==> src/rtl/debug_pkg.sv <==
// Shared debug-unit constants: FSM state encoding and byte/word sizing helpers,
// also used by the debug UART RX command decoder.
package debug_pkg;

    localparam int BYTE_W  = 8;
    localparam int BCNT_W  = 8;
    localparam int NBITS_DEF = 32;
    localparam int BYTES_PER_WORD = NBITS_DEF / BYTE_W;

    typedef enum logic [2:0] {
        ST_IDLE = 3'd0,
        ST_LOAD = 3'd1,
        ST_SEND = 3'd2,
        ST_DONE = 3'd3,
        ST_CHK  = 3'd4
    } state_t;

    function automatic int bytes_per_word(input int nbits);
        return nbits / BYTE_W;
    endfunction

endpackage

==> src/rtl/reg_dump_tx_word_serializer.sv <==
// Loads one word and emits it LSB byte first over a valid/ready byte stream;
// flags the cycle in which the final byte is accepted.
module word_serializer
    import debug_pkg::*;
#(
    parameter int NBITS = 32
) (
    input  logic                clk,
    input  logic                reset,
    input  logic                load_i,
    input  logic [BCNT_W-1:0]   load_last_i,
    input  logic [NBITS-1:0]    data_i,
    input  logic                ready_i,
    output logic [BYTE_W-1:0]   tx_data_o,
    output logic                tx_valid_o,
    output logic                last_o
);

    logic [NBITS-1:0]  shift_q;
    logic [BCNT_W-1:0] cnt_q;
    logic [BCNT_W-1:0] last_q;
    logic              valid_q;
    logic              fire;

    assign fire       = valid_q & ready_i;
    assign last_o     = fire & (cnt_q == last_q);
    assign tx_data_o  = shift_q[BYTE_W-1:0];
    assign tx_valid_o = valid_q;

    // A load overrides a transfer in the same cycle so the top can chain words.
    always_ff @(posedge clk or negedge reset) begin
        if (!reset) begin
            shift_q <= '0;
            cnt_q   <= '0;
            last_q  <= '0;
            valid_q <= 1'b0;
        end else if (load_i) begin
            shift_q <= data_i;
            cnt_q   <= '0;
            last_q  <= load_last_i;
            valid_q <= 1'b1;
        end else if (fire) begin
            shift_q <= shift_q >> BYTE_W;
            cnt_q   <= cnt_q + 1'b1;
            if (cnt_q == last_q)
                valid_q <= 1'b0;
        end
    end

endmodule

==> src/rtl/reg_dump_tx.sv <==
// Register-file dump streamer: walks registers 0..CELDAS-1 and sends each word
// LSB first. Define REG_DUMP_CHECKSUM_EN to append an XOR checksum byte.
module reg_dump_tx
    import debug_pkg::*;
#(
    parameter int REGS   = 5,
    parameter int NBITS  = 32,
    parameter int CELDAS = 32
) (
    input  logic              clk,
    input  logic              reset,
    input  logic              i_Start,
    output logic [REGS-1:0]   o_RegDebug,
    input  logic [NBITS-1:0]  i_RegDebugData,
    output logic [7:0]        o_TxData,
    output logic              o_TxValid,
    input  logic              i_TxReady,
    output logic              o_Busy,
    output logic              o_Done
);

    localparam logic [BCNT_W-1:0] WORD_LAST = BCNT_W'(bytes_per_word(NBITS) - 1);
    localparam logic [REGS-1:0]   IDX_LAST  = REGS'(CELDAS - 1);

    state_t            state_q;
    logic [REGS-1:0]   idx_q;
    logic              busy_q;
    logic              done_q;
    logic              ser_load;
    logic [BCNT_W-1:0] ser_load_last;
    logic [NBITS-1:0]  ser_data;
    logic              byte_last;

`ifdef REG_DUMP_CHECKSUM_EN
    logic [BYTE_W-1:0] acc_q;
    logic              chk_load;

    // The checksum word is loaded as the final data byte leaves, so it must fold that byte in.
    assign chk_load      = (state_q == ST_SEND) & byte_last & (idx_q == IDX_LAST);
    assign ser_load      = (state_q == ST_LOAD) | chk_load;
    assign ser_load_last = (state_q == ST_LOAD) ? WORD_LAST : '0;
    assign ser_data      = (state_q == ST_LOAD) ? i_RegDebugData : NBITS'(acc_q ^ o_TxData);

    always_ff @(posedge clk or negedge reset) begin
        if (!reset)
            acc_q <= '0;
        else if (state_q == ST_IDLE)
            acc_q <= '0;
        else if (o_TxValid & i_TxReady)
            acc_q <= acc_q ^ o_TxData;
    end
`else
    assign ser_load      = (state_q == ST_LOAD);
    assign ser_load_last = WORD_LAST;
    assign ser_data      = i_RegDebugData;
`endif

    word_serializer #(.NBITS(NBITS)) u_ser (
        .clk         (clk),
        .reset       (reset),
        .load_i      (ser_load),
        .load_last_i (ser_load_last),
        .data_i      (ser_data),
        .ready_i     (i_TxReady),
        .tx_data_o   (o_TxData),
        .tx_valid_o  (o_TxValid),
        .last_o      (byte_last)
    );

    always_ff @(posedge clk or negedge reset) begin
        if (!reset) begin
            state_q <= ST_IDLE;
            idx_q   <= '0;
            busy_q  <= 1'b0;
            done_q  <= 1'b0;
        end else begin
            case (state_q)
                ST_IDLE: begin
                    idx_q <= '0;
                    if (i_Start) begin
                        state_q <= ST_LOAD;
                        busy_q  <= 1'b1;
                    end
                end
                ST_LOAD: state_q <= ST_SEND;
                ST_SEND: begin
                    if (byte_last) begin
                        if (idx_q == IDX_LAST) begin
`ifdef REG_DUMP_CHECKSUM_EN
                            state_q <= ST_CHK;
`else
                            state_q <= ST_DONE;
                            done_q  <= 1'b1;
`endif
                        end else begin
                            idx_q   <= idx_q + 1'b1;
                            state_q <= ST_LOAD;
                        end
                    end
                end
                ST_CHK: begin
                    if (byte_last) begin
                        state_q <= ST_DONE;
                        done_q  <= 1'b1;
                    end
                end
                ST_DONE: begin
                    done_q  <= 1'b0;
                    busy_q  <= 1'b0;
                    idx_q   <= '0;
                    state_q <= ST_IDLE;
                end
                default: state_q <= ST_IDLE;
            endcase
        end
    end

    assign o_RegDebug = idx_q;
    assign o_Busy     = busy_q;
    assign o_Done     = done_q;

endmodule

==> config.mk <==
export PLATFORM = sky130hd
export DESIGN_NAME = reg_dump_tx
export DESIGN_NICKNAME = d
export VERILOG_FILES = /design/src/rtl/debug_pkg.sv /design/src/rtl/reg_dump_tx_word_serializer.sv /design/src/rtl/reg_dump_tx.sv
export SDC_FILE = /design/constraint.sdc
export NUM_CORES = 1
export LEC_CHECK = 0
export ABC_AREA = 1
export CORE_MARGIN = 2
export CORE_UTILIZATION = 55
export CTS_CLUSTER_DIAMETER = 120
export DETAILED_ROUTE_END_ITERATION = 6
export PLACE_DENSITY_LB_ADDON = 0.05
export SLEW_MARGIN = 20
export SYNTH_ARGS = -nofsm -noshare
export SYNTH_HDL_FRONTEND = slang
export SYNTH_SLANG_ARGS = --single-unit
==> constraint.sdc <==
create_clock -name clk -period 2.6 [get_ports clk]
set_clock_uncertainty 0.15 [all_clocks]
set_input_delay 0.26 -clock clk [delete_from_list [all_inputs] [get_ports clk]]
set_output_delay 0.26 -clock clk [all_outputs]
set_load 0.03 [all_outputs]
Yosys cells after proc, flatten, opt, wreduce, memory -nomap -nowiden
Cells that the tools add are included.

word-level totals
  register bits after elaboration = 52
  bits of input ports = 36
  output and inout port bits = 16

cells by class
  add/sub/neg operators = 2
  eq/ne operators = 11
  muxes and demuxes = 21
  bitwise logic cells = 2
  reductions and logical operators = 12

operators with widths
  operator               count
  $mux W32               2
  $mux W8                2
  $pmux W3 S4            1
  $mux W5                2
  $ne A2 B2 Y1 const B   5
  $pmux W5 S2            1
  $mux W3                3
  $add A8 B1 Y8 const B  1
  $eq A8 B2 Y1           1
  $reduce_bool A2 Y1     4
  $mux W1                7
  $eq A3 B2 Y1 const B   2
  $reduce_and A3 Y1      2
  $add A5 B1 Y5 const B  1
  $eq A5 B5 Y1 const B   1
  $reduce_and A2 Y1      2
  $reduce_and A4 Y1      1
  $eq A3 B1 Y1 const B   1
  $eq A3 B3 Y1 const B   1
  $logic_not A3 Y1       1
  $pmux W1 S3            1
  $reduce_bool A3 Y1     1
  $and A1 B1 Y1          2
  $mux W2                1
  other kinds (2)        2

Longest topological paths before layout
  word-level depth = 4
  depth in mapped cells = 10
  gate-level depth less buffers = 9

By module
A second synthesis with hierarchy kept.

second synthesis, totals
  cell total of the unflattened synthesis = 343
  area total of the unflattened synthesis = 2920.3 um^2

by module, submodules not included
  module           instances  cells an instance  area an instance (um^2)  sequential area each (um^2)
  word_serializer  1          278                2377.3                   1226.2
  reg_dump_tx      1          65                 543.0                    225.2

Worst setup path before layout
No wires, ideal clock.

  path kind = register to register
  start point = register idx_q[0], in the netlist o_RegDebug[0]
  end point = register idx_q[0], in the netlist o_RegDebug[0]
  setup time = 0.118 ns
  arrival time = 1.555 ns
  slack = 0.777 ns
  stages on the path, launching flop included = 10
  period minus slack after synthesis = 1.823 ns
  path through = dfrtp_1 -> ha_1 -> nand2_1 -> nor2_1 -> ha_1 -> nand2_1 -> o21a_1 -> nand2_1 -> nand2_1 -> nand2_1

between the ends
  word-level cells in the longest chain between the ends = 4

RTL lines
  item                    line               source
  start, declared         reg_dump_tx.sv:26  logic [REGS-1:0] idx_q;
  start signal, assigned  reg_dump_tx.sv:96  idx_q <= idx_q + 1'b1;
  $add A5 B1 Y5           reg_dump_tx.sv:96
  $mux W5                 reg_dump_tx.sv:88  if (idx_q == IDX_LAST) begin
  $mux W5                 reg_dump_tx.sv:87  if (byte_last) begin
  $pmux W5 S2             reg_dump_tx.sv:77  case (state_q)

Parallel ways exist; a longest one is shown, timed or not. The select of a mux whose other input is x is not followed.
A chain may end at the register's enable or synchronous reset.

Final worst setup path
  start point = register state_q[0]
  end point = register u_ser.shift_q[1]

between the ends
  word-level cells in the longest chain between the ends = 2

RTL lines
  item                                            line                               source
  start, declared                                 reg_dump_tx.sv:25                  state_t state_q;
  start signal, assigned                          reg_dump_tx.sv:72                  state_q <= ST_IDLE;
  start signal, assigned                          reg_dump_tx.sv:81                  state_q <= ST_LOAD;
  start signal, assigned                          reg_dump_tx.sv:85                  ST_LOAD: state_q <= ST_SEND;
  $eq A3 B1 Y1 (*)                                reg_dump_tx.sv:53                  assign ser_load = (state_q == ST_LOAD);
  via ser_load                                    reg_dump_tx.sv:29                  logic ser_load;
  $mux W32 or $reduce_bool A2 Y1 (tied branches)  --
  end signal, assigned                            reg_dump_tx_word_serializer.sv:38  shift_q <= data_i;
  end signal, assigned                            reg_dump_tx_word_serializer.sv:43  shift_q <= shift_q >> BYTE_W;
  end, declared                                   reg_dump_tx_word_serializer.sv:19  logic [NBITS-1:0] shift_q;

The timed path passes the listed nets; every way through them passes the cells marked *.

==> flow_summary.json <==
{
  "status": "finished, final reports clean",
  "path_clk_slew_ns": 0.10,
  "maxSlewHeadroom_pct": 58.90,
  "cts_resized": 0,
  "io_pins": 52,
  "worstHoldPathCells": 2,
  "gp_congestion": 0.8557,
  "required_ns": 2.64,
  "tns_ns": 0,
  "holdCritStartpoint": "o_Done",
  "p_leak_nw": 1.433,
  "design.die.area_um2": 5132,
  "drcViolationCount": 0,
  "antenna_cells": 0,
  "numCtsBuffers": 5,
  "cp-start-kind": "flop",
  "clock-sinks": 51,
  "ant_nets": 0,
  "cts_hold_buf": 1,
  "fmax_ghz": 0.5137,
  "grt_max_degree": 52,
  "cts-root-buf": "clkbuf_8",
  "synthCells": 297,
  "firstDrtPassIters": 6,
  "rsz0062_at_grt": "false",
  "crit_arrival_ns": 1.98,
  "antenna_found_initial": 0,
  "hpwlAfterDp_um": 3504,
  "rrSetupSlack_ns": 0.65,
  "fin_crit_ns": 1.947,
  "hp-class": "flop to flop",
  "area.sequential_um2": 1276,
  "grt_pass1_vias": 1986,
  "power.density_nw_per_um2": 1067,
  "finalHoldViolations": 0,
  "cp-end-kind": "flop",
  "tightest_slew_ns": 0.6165,
  "max_cap_viol_count": 0,
  "critical_path_class": "flop to flop",
  "io_buffers": 51,
  "regToRegEndpoint": "u_ser.shift_q[1]",
  "drive_above_1_share_pct": 5.621,
  "viasPerCell": 5.423,
  "vias": 2115,
  "crit_chain": "ha_1 -> inv_4 -> nand2_4 -> inv_2 -> nand2_1 -> o311ai_0",
  "crit_path_max_incr_delay_ns": 0.45,
  "post_cts.repair.setup_buffers": 0,
  "area_growth_syn_to_layout_pct": 22.77,
  "ys_seq_elements": 51,
  "final_cell_mix": "nand2_1 (85), dfrtp_1 (51), clkdlybuf4s50_1 (50)",
  "synth_seq_area_share_pct": 50.72,
  "holdWs_ns": 0.3431,
  "grt_use_total_pct": 22.24,
  "worstHoldEndpoint": "o_Done",
  "final_util_pct": 70.46,
  "clock_latency_ns": 0.31,
  "wl_per_cell_um": 13.02,
  "die_h_um": 71.64,
  "r2r-start": "state_q[0]",
  "start_util_pct": 57.39,
  "nFillCells": 330,
  "htreeDepth": 2,
  "multi_input_area_um2": 994.7,
  "clock_path_buffers": 2,
  "totalWireLength_um": 5076,
  "netlist_area_um2": 2516,
  "nets": 380,
  "synth_warnings": 0,
  "rows": 24,
  "period_share_pct": 74.88,
  "dp_slack_ns": 0.6349,
  "overflow": 0,
  "dpl_cell_area_um2": 2975,
  "cts_tree": "yes",
  "postSynthAreaPerCell_um2": 8.472,
  "vdd_drop_max_mv": 0.5399,
  "final_common_cell": "nand2_1",
  "crit_slowest_cell": "dfrtp_1",
  "die_w_um": 71.64,
  "timing.final.ws_setup_ns": 0.6532,
  "coreArea_um2": 4384,
  "drt_iter0_markers": 123,
  "setup_violations": 0,
  "syn_nets": 340,
  "grt_pass1_wl_um": 9011,
  "synthDistinctLibCells": 25,
  "final_area_um2": 3089,
  "maxSlewViolCount": 0,
  "worstPathMaxFanout": 26,
  "r2r_cells": 6
}
-- cells in the mapped netlist (all sizes together) --
cell    number  area (um^2)
o211ai       8        60.06
o311ai       8        70.07
ha           7        87.58
nor3         2        10.01
o21ai       22        110.1
nor2        17        63.81
o31ai        1        7.510
clkbuf       6        22.52
inv         29        111.4
a22oi        8        60.06
dfrtp       51         1276
nand2       89        349.1
o21a         1        7.510
nand3       22        110.1
a21oi        3        15.01
nand4        4        25.02
buf         16        111.4
a31oi        3        18.77
-- flip-flops by register name, indices dropped and copies added (netlist names) --
register / count
u_ser.tx_valid_o: 1
u_ser.cnt_q: 8
o_Busy: 1
u_ser.last_q: 1
u_ser.shift_q: 32
state_q: 2
o_RegDebug: 5
o_Done: 1
-- worst max-delay path by stage --
stage	endpoint	cells past startpoint	slack [ns]	startpoint
floorplan	o_RegDebug[0]	9	0.78	o_RegDebug[0]
global placement	o_RegDebug[1]	10	0.67	i_TxReady
detailed placement	o_RegDebug[0]	10	0.63	i_TxReady
CTS	u_ser.shift_q[1]	6	0.64	state_q[0]
global route	u_ser.shift_q[0]	7	0.47	state_q[1]
finish	u_ser.shift_q[1]	6	0.65	state_q[0]
-- per-layer routing --
metal	track usage [%]	wire length, um	part of all wire [%]	vias to the layer above
met5	0	0	0	-
met4	6.709	40	0.79	0
met3	4.641	276	5.4	4
met2	35.29	2381	47	61
met1	31.11	2377	47	990
li1	-	-	-	1060
-- final cells by class --
type	count	area share (%)
multi-input cells	195	32.20
flip-flops and latches	51	41.31
clock buffers	7	3.119
inverters	29	3.605
clock inverters	1	0.2430
repair buffers	55	17.42
well taps	52	2.106
-- through the flow --
stage | total power [mW] | std cells
6_report | 3.295 | 390
2_1_floorplan | 2.448 | 297
3_3_place_gp | 2.770 | 381
3_5_place_dp | 2.812 | 381
5_1_grt | 3.567 | 390
4_1_cts | 3.323 | 390
-- where the power goes --
group          leakage (nW)  switching [mW]  internal [mW]
logic                 0.738           0.963          0.562
registers             0.645           0.166           1.10
clock network        0.0505           0.258          0.242
-- worst max-delay path, delay by kind of cell (launching register included) --
family | cells | cell delay [ns]
DFF | 1 | 0.45
AOI/OAI and AO/OA | 1 | 0.12
adders and majority gates | 1 | 0.26
buffers and inverters | 2 | 0.56
and+or+nand+nor | 2 | 0.25
-- cells by family after synthesis --
logic type,Yosys count,synth area share [%]
compound gates,54,13.87
buf+inv,51,9.746
fa+ha+maj,7,3.481
simple gates,134,22.18
flops,51,50.72
Power figures use the tool's default switching activity.
